File: src/rtl/age_ranker.sv
// Age-ordered ranking of NUM_PORTS flits by odd-even transposition sort.
// Ports: clk/reset(sync, low), start/in_* capture, out_ready; busy/out_valid/ranked_* result.
module age_ranker #(
    parameter int NUM_PORTS = 4,
    parameter int DATA_W    = 8,
    parameter int AGE_W     = 8,
    localparam int IDX_W    = (NUM_PORTS > 1) ? $clog2(NUM_PORTS) : 1
) (
    input  logic                        clk,
    input  logic                        reset,
    input  logic                        start,
    input  logic [NUM_PORTS-1:0]        in_valid,
    input  logic [NUM_PORTS*AGE_W-1:0]  in_age,
    input  logic [NUM_PORTS*DATA_W-1:0] in_data,
    input  logic                        out_ready,
    output logic                        busy,
    output logic                        out_valid,
    output logic [NUM_PORTS*DATA_W-1:0] ranked_data,
    output logic [NUM_PORTS*IDX_W-1:0]  ranked_port,
    output logic [NUM_PORTS-1:0]        ranked_valid
);

    localparam int PH_W = $clog2(NUM_PORTS + 1);

    typedef enum logic [1:0] {IDLE, SORT, DONE} state_t;

    state_t            state_q, state_d;
    logic [PH_W-1:0]   phase_q, phase_d;

    logic              sv_q [NUM_PORTS];
    logic              sv_d [NUM_PORTS];
    logic [AGE_W-1:0]  sa_q [NUM_PORTS];
    logic [AGE_W-1:0]  sa_d [NUM_PORTS];
    logic [DATA_W-1:0] sd_q [NUM_PORTS];
    logic [DATA_W-1:0] sd_d [NUM_PORTS];
    logic [IDX_W-1:0]  sp_q [NUM_PORTS];
    logic [IDX_W-1:0]  sp_d [NUM_PORTS];

    logic capture;

    // True when the upper slot (h) must move ahead of the lower slot (l).
    function automatic logic outranks(
        input logic             vh,
        input logic [AGE_W-1:0] ah,
        input logic [IDX_W-1:0] ph,
        input logic             vl,
        input logic [AGE_W-1:0] al,
        input logic [IDX_W-1:0] pl
    );
        if (vh != vl) return vh;
        if (vh && (ah != al)) return ah > al;
        return ph < pl;
    endfunction

    always_comb begin
        state_d = state_q;
        phase_d = phase_q;
        sv_d    = sv_q;
        sa_d    = sa_q;
        sd_d    = sd_q;
        sp_d    = sp_q;
        capture = 1'b0;

        unique case (state_q)
            IDLE: capture = start;
            SORT: begin
                // Even phases pair (0,1),(2,3)..; odd phases (1,2),(3,4)..
                for (int i = 0; i < NUM_PORTS - 1; i++) begin
                    if (((i % 2) == int'(phase_q[0])) &&
                        outranks(sv_q[i+1], sa_q[i+1], sp_q[i+1],
                                 sv_q[i],   sa_q[i],   sp_q[i])) begin
                        sv_d[i]   = sv_q[i+1];
                        sv_d[i+1] = sv_q[i];
                        sa_d[i]   = sa_q[i+1];
                        sa_d[i+1] = sa_q[i];
                        sd_d[i]   = sd_q[i+1];
                        sd_d[i+1] = sd_q[i];
                        sp_d[i]   = sp_q[i+1];
                        sp_d[i+1] = sp_q[i];
                    end
                end
                if (phase_q == PH_W'(NUM_PORTS - 1)) begin
                    state_d = DONE;
                end else begin
                    phase_d = phase_q + 1'b1;
                end
            end
            DONE: begin
                if (out_ready) begin
                    if (start) capture = 1'b1;
                    else       state_d = IDLE;
                end
            end
            default: state_d = IDLE;
        endcase

        if (capture) begin
            state_d = SORT;
            phase_d = '0;
            for (int p = 0; p < NUM_PORTS; p++) begin
                sv_d[p] = in_valid[p];
                sa_d[p] = in_age[p*AGE_W +: AGE_W];
                sd_d[p] = in_valid[p] ? in_data[p*DATA_W +: DATA_W] : '0;
                sp_d[p] = IDX_W'(p);
            end
        end
    end

    always_ff @(posedge clk) begin
        if (!reset) begin
            state_q <= IDLE;
            phase_q <= '0;
            for (int k = 0; k < NUM_PORTS; k++) begin
                sv_q[k] <= 1'b0;
                sa_q[k] <= '0;
                sd_q[k] <= '0;
                sp_q[k] <= IDX_W'(k);
            end
        end else begin
            state_q <= state_d;
            phase_q <= phase_d;
            sv_q    <= sv_d;
            sa_q    <= sa_d;
            sd_q    <= sd_d;
            sp_q    <= sp_d;
        end
    end

    assign busy      = (state_q != IDLE);
    assign out_valid = (state_q == DONE);

    always_comb begin
        ranked_data  = '0;
        ranked_port  = '0;
        ranked_valid = '0;
        for (int k = 0; k < NUM_PORTS; k++) begin
            ranked_data[k*DATA_W +: DATA_W] = sd_q[k];
            ranked_port[k*IDX_W +: IDX_W]   = sp_q[k];
            ranked_valid[k]                 = sv_q[k];
        end
    end

endmodule

File: config.mk
export PLATFORM = sky130hd
export DESIGN_NAME = age_ranker
export DESIGN_NICKNAME = d
export VERILOG_FILES = /design/src/rtl/age_ranker.sv
export SDC_FILE = /design/constraint.sdc
export NUM_CORES = 1
export LEC_CHECK = 0
export ABC_AREA = 1
export CORE_MARGIN = 5
export CORE_UTILIZATION = 30
export CTS_CLUSTER_DIAMETER = 120
export CTS_CLUSTER_SIZE = 10
export DETAILED_ROUTE_END_ITERATION = 8
export DONT_BUFFER_PORTS = 1
export HOLD_SLACK_MARGIN = 0.06
export PLACE_DENSITY = 0.41
export SLEW_MARGIN = 30
export SYNTH_ARGS = -nofsm -noshare
export SYNTH_HDL_FRONTEND = slang
export SYNTH_SLANG_ARGS = --single-unit
File: constraint.sdc
create_clock -name clk -period 6 [get_ports clk]
set_clock_uncertainty 0.1 [all_clocks]
set_input_delay 1.2 -clock clk [delete_from_list [all_inputs] [get_ports clk]]
set_output_delay 1.2 -clock clk [all_outputs]
set_load 0.03 [all_outputs]
# Word level (Yosys, flattened, before mapping)
# Index checks and enable logic that the tools add are counted.
# word_totals
reg_bits	81
word_cells	133
in_bits	72
output_inout_bits	46
# op_classes
bitwise	4
n_mux	60
n_reduce_logical	27
add_sub_neg	1
n_eq_ne	16
magnitude_cmp	6
# ops
operator	n
$mux W32	4
$mux W16	6
$mux W1	33
$mux W8	4
$gt A8 B8 Y1	3
$ne A8 B8 Y1	3
$reduce_and A2 Y1	9
$mux W4	4
$mux W2	7
$reduce_bool A2 Y1	6
$ne A2 B2 Y1 const B	4
$reduce_and A4 Y1	2
$logic_and A1 B1 Y1	6
$lt A2 B2 Y1	3
$ne A3 B2 Y1 const B	2
$pmux W2 S3	1
$reduce_bool A3 Y1	2
$not A1 Y1	4
$add A3 B1 Y3 const B	1
$eq A3 B2 Y1 const B	1
$ne A1 B1 Y1	3
$ne A3 B3 Y1 const B	1
$eq A2 B1 Y1 const B	1
$eq A2 B2 Y1 const B	1
3 further kinds	3

# Longest topological paths before layout
# logic_depth
word_depth	14
mapped_depth	18
mapped_depth_nobuf	17

# Least setup slack after synthesis
# No wires, ideal clock.
# synth_timing
path_type	input to register
from	in start
to	reg sv_q, in the netlist ranked_valid[3]
required_ps	5772
t_arrival_ps	2201
stages	9
path_slack_ps	3571
path_cell_list	inv_1 -> nor3_2 -> buf_2 -> buf_2 -> nor2_1 -> nand3_1 -> nand2_1 -> a21oi_1 -> nor2_1
# synth_via
elab_chain_len	5
elab_cells_between_ends	7
# synth_rtl
element	line_no	text
start, declared	11	input logic start,
$mux W1	90	if (start) capture = 1'b1;
$mux W1	89	if (out_ready) begin
$pmux W1 S2 (*)	64	unique case (state_q)
$reduce_bool A2 Y1 (no line)	-	
$reduce_and A2 Y1 (no line)	-	
end signal, assigned	122	sv_q <= sv_d;
end, declared	30	logic sv_q [NUM_PORTS];
# Mark *: on every way between the ends. The rest lies on a longest branch, timed or not.
# A chain may end at the register's enable or synchronous reset.

# Worst setup path in the final report
# layout_timing
from	in out_ready
to	reg sa_q[17] in the netlist's numbering
# layout_via
elab_chain_len	4
elab_cells_between_ends	6
# layout_rtl
element	line_no	text
start, declared	15	input logic out_ready,
$mux W1 (*)	89	
$pmux W1 S2 (*)	64	
$reduce_bool A3 Y1 (no line) or $reduce_bool A2 Y1 (tied branches)	-	
$reduce_and A2 Y1 (no line)	-	
end signal, assigned by index	115	sa_q[k] <= '0;
end signal, assigned	123	sa_q <= sa_d;
end, declared	32	logic [AGE_W-1:0] sa_q [NUM_PORTS];
# Marked as above.

==> results.json <==
{
  "vias": 5199,
  "numCtsBuffers": 9,
  "synth_top_flop_cell": "dfxtp_1",
  "worst_setup_path_end_kind": "register",
  "firstDrtPassIters": 5,
  "area_delta_synth_final_pct": 6.40,
  "timing.rr.end": "sa_q[12]$_SDFFE_PN0P_",
  "ff2ff_path_depth": 13,
  "yosysMostFrequentCell": "nand2_1",
  "drc_errors": 0,
  "vdd_drop_max_mv": 0.140,
  "crit_arrival_ps": 2960,
  "syn_area_um2": 5510,
  "core_region_area_um2": 18000,
  "clkLatencyLatePin_ps": 350,
  "synth_top_family_by_area": "simple AND/OR/NAND/NOR gates",
  "grtUsageTotal_pct": 17.6,
  "diodes": 0,
  "drt.antenna.violating_nets": 0,
  "setup_violations": 0,
  "design_area_um2": 5860,
  "worst_slack_ps": 3190,
  "dp_slack_ps": 2820,
  "port-buffer-count": 0,
  "grt_max_degree": 67,
  "drt_iter0_drc": 326,
  "fp.dieArea_um2": 21200,
  "yosysTopAreaCell": "dfxtp_1",
  "placed_area_um2": 5590,
  "gr-total-overflow": 0,
  "die_x_um": 146,
  "post_cts_resized": 0,
  "cap_viol_max_count": 0,
  "max_freq_mhz": 355,
  "htree_levels": 3,
  "critPathMaxFanout": 66,
  "synth_seq_cells": 81,
  "dp_hpwl_mm": 13.5,
  "synth_edf_count": 0,
  "cts.path.max_buffers": 2,
  "rsz0062_at_grt": "false",
  "timing.final.crit_share_pct": 46.9,
  "postCtsSetupBuffers": 0,
  "report.final.slew_viol_count": 0,
  "syn_inst": 912,
  "cts-root-buf": "clkbuf_16",
  "synth_fa_ha_area_share_pct": 6.58,
  "synthMuxAreaShare_pct": 0,
  "worst_pin_slew_ps": 958,
  "hold_viol": 0,
  "ys_async_sr_fraction_pct": 0,
  "outcome": "completed",
  "placed_cells": 1101,
  "critPathLaunchType": "input port",
  "io_pins": 118,
  "cts_sinks": 81,
  "criticalPathCategory": "in2reg",
  "synthSimpleGateAreaFrac_pct": 43.5,
  "rows": 49,
  "yosys_warnings": 0,
  "r2r_slack_ps": 3250,
  "hold_buffers": 0,
  "synth_nets": 1013,
  "grt_pass1_wl_mm": 29.8,
  "nets": 984,
  "finalSetupTns_ps": 0,
  "die_y_um": 146,
  "synthXorXnorAreaFrac_pct": 0,
  "synth_compound_area_share_pct": 9.08,
  "synthTopCellsByArea": "dfxtp_1 29%, nand2_1 17%, nor2_1 14%",
  "path_clk_slew_ps": 70,
  "synth_top_area_share_pct": 29.4,
  "avgViaCountPerCell": 4.66,
  "grt_pass1_vias": 4868,
  "p_per_area_nw_per_um2": 289,
  "start_util_pct": 30.6,
  "slew_headroom_pct": 36.0,
  "stdcell_count": 1116,
  "worst_hold_startpoint": "sa_q[27]$_SDFFE_PN0P_",
  "drive_above_1_share_pct": 4.96,
  "routedWlPerCell_um": 16.7,
  "hold_class": "reg2reg",
  "hold_depth": 2,
  "avgSynthCellArea_um2": 6.04,
  "wl_mm": 18.7,
  "min_to": "sa_q[27]$_SDFFE_PN0P_",
  "reg2reg_from": "ranked_port[3]$_SDFFE_PP0P_",
  "yosys-top-cells-count": "252 x nand2_1, 210 x nor2_1, 99 x inv_1",
  "tritoncts": "yes",
  "grt_antenna_before_repair": 0,
  "leakagePower_uw": 0.00286,
  "power_uw": 1690,
  "required_ps": 6150,
  "ys_seq_area_share_pct": 29.4,
  "period_minus_slack_ps": 2810,
  "gp_congestion": 0.760,
  "synth_cell_types": 31
}
-- state kept, by name, summed over array words and instances (netlist names) --
name and count:
state_q 2, ranked_port 8, sa_q 32, ranked_valid 4, phase_q 3, ranked_data 32
-- layout by cell type (no fill, tap or decap), types with 2 or more instances in the layout --
master / synthesis / layout
nand2_1: 252 / 252
ha_1: 29 / 29
nand3_1: 66 / 66
inv_1: 99 / 99
nand2_8: 3 / 3
o21ai_0: 56 / 56
buf_4: 3 / 3
inv_2: 6 / 6
dfxtp_1: 81 / 81
nand3b_1: 5 / 5
clkbuf_16: 0 / 9
o21ai_1: 4 / 4
nor2_8: 3 / 3
nand4_1: 7 / 7
a21oi_1: 29 / 29
clkinvlp_4: 0 / 2
nand2_4: 4 / 4
nor2_1: 210 / 210
nand3_4: 2 / 2
nand2_2: 4 / 4
-- report_power, final --
| group | leakage [uW] | switching [uW] | total, uW | internal (uW) |
|---|---|---|---|---|
| clock | 0.000128 | 247 | 538 | 291 |
| sequential | 0.000666 | 118 | 709 | 591 |
| combinational | 0.00207 | 302 | 446 | 144 |
-- worst max-delay path: stages --
cell and delay, ps:
nor2_1 170, nor3_4 60, buf_4 360, a21oi_4 830
nand3_1 150, nand2_1 100, nor2_1 40
-- cell type report --
type	count	area, um^2
sequential	81	1620
fill	2092	12200
multi-input combinational	683	3270
clock inverter	4	28.8
clock buffer	11	243
tap	229	287
timing repair buffer	3	22.5
inverter	105	394
-- metrics by stage --
step                      hold WS [ps]  util (%)
after floorplan                    343         -
after global placement             353      31.0
after detailed placement           356      31.0
after CTS                          366      32.5
after global routing               385      32.5
final                              365      32.5
-- worst max path at each step --
| stage | from | endpoint | cells after the start |
|---|---|---|---|
| after global placement | out_ready | ranked_data[13]$_SDFFE_PN0P_ | 7 |
| after CTS | out_ready | sa_q[19]$_SDFFE_PN0P_ | 7 |
| after detailed placement | out_ready | ranked_data[14]$_SDFFE_PN0P_ | 7 |
| final | out_ready | sa_q[17]$_SDFFE_PN0P_ | 7 |
| after global routing | sa_q[8]$_SDFFE_PN0P_ | ranked_data[23]$_SDFFE_PN0P_ | 16 |
| after floorplan | start | ranked_valid[3]$_SDFFE_PN0P_ | 9 |
-- per-layer routing --
layer | vias up | wire (um) | track usage [%]
met5 | - | 0 | 0
met4 | 0 | 174 | 4.10
met3 | 12 | 968 | 4.24
met2 | 92 | 7770 | 24.9
met1 | 2329 | 9730 | 26.7
li1 | 2766 | - | -
-- kinds of logic (layout without fill, tap and decap cells) --
| kind of cell | Yosys count | count (layout) |
|---|---|---|
| AO/OA/AOI/OAI | 95 | 95 |
| adder cells (fa/ha/maj) | 29 | 29 |
| buffers and inverters | 148 | 123 |
| flip-flops | 81 | 81 |
| AND/OR/NAND/NOR | 559 | 559 |
Note: power is estimated with default switching activity, not from simulation.
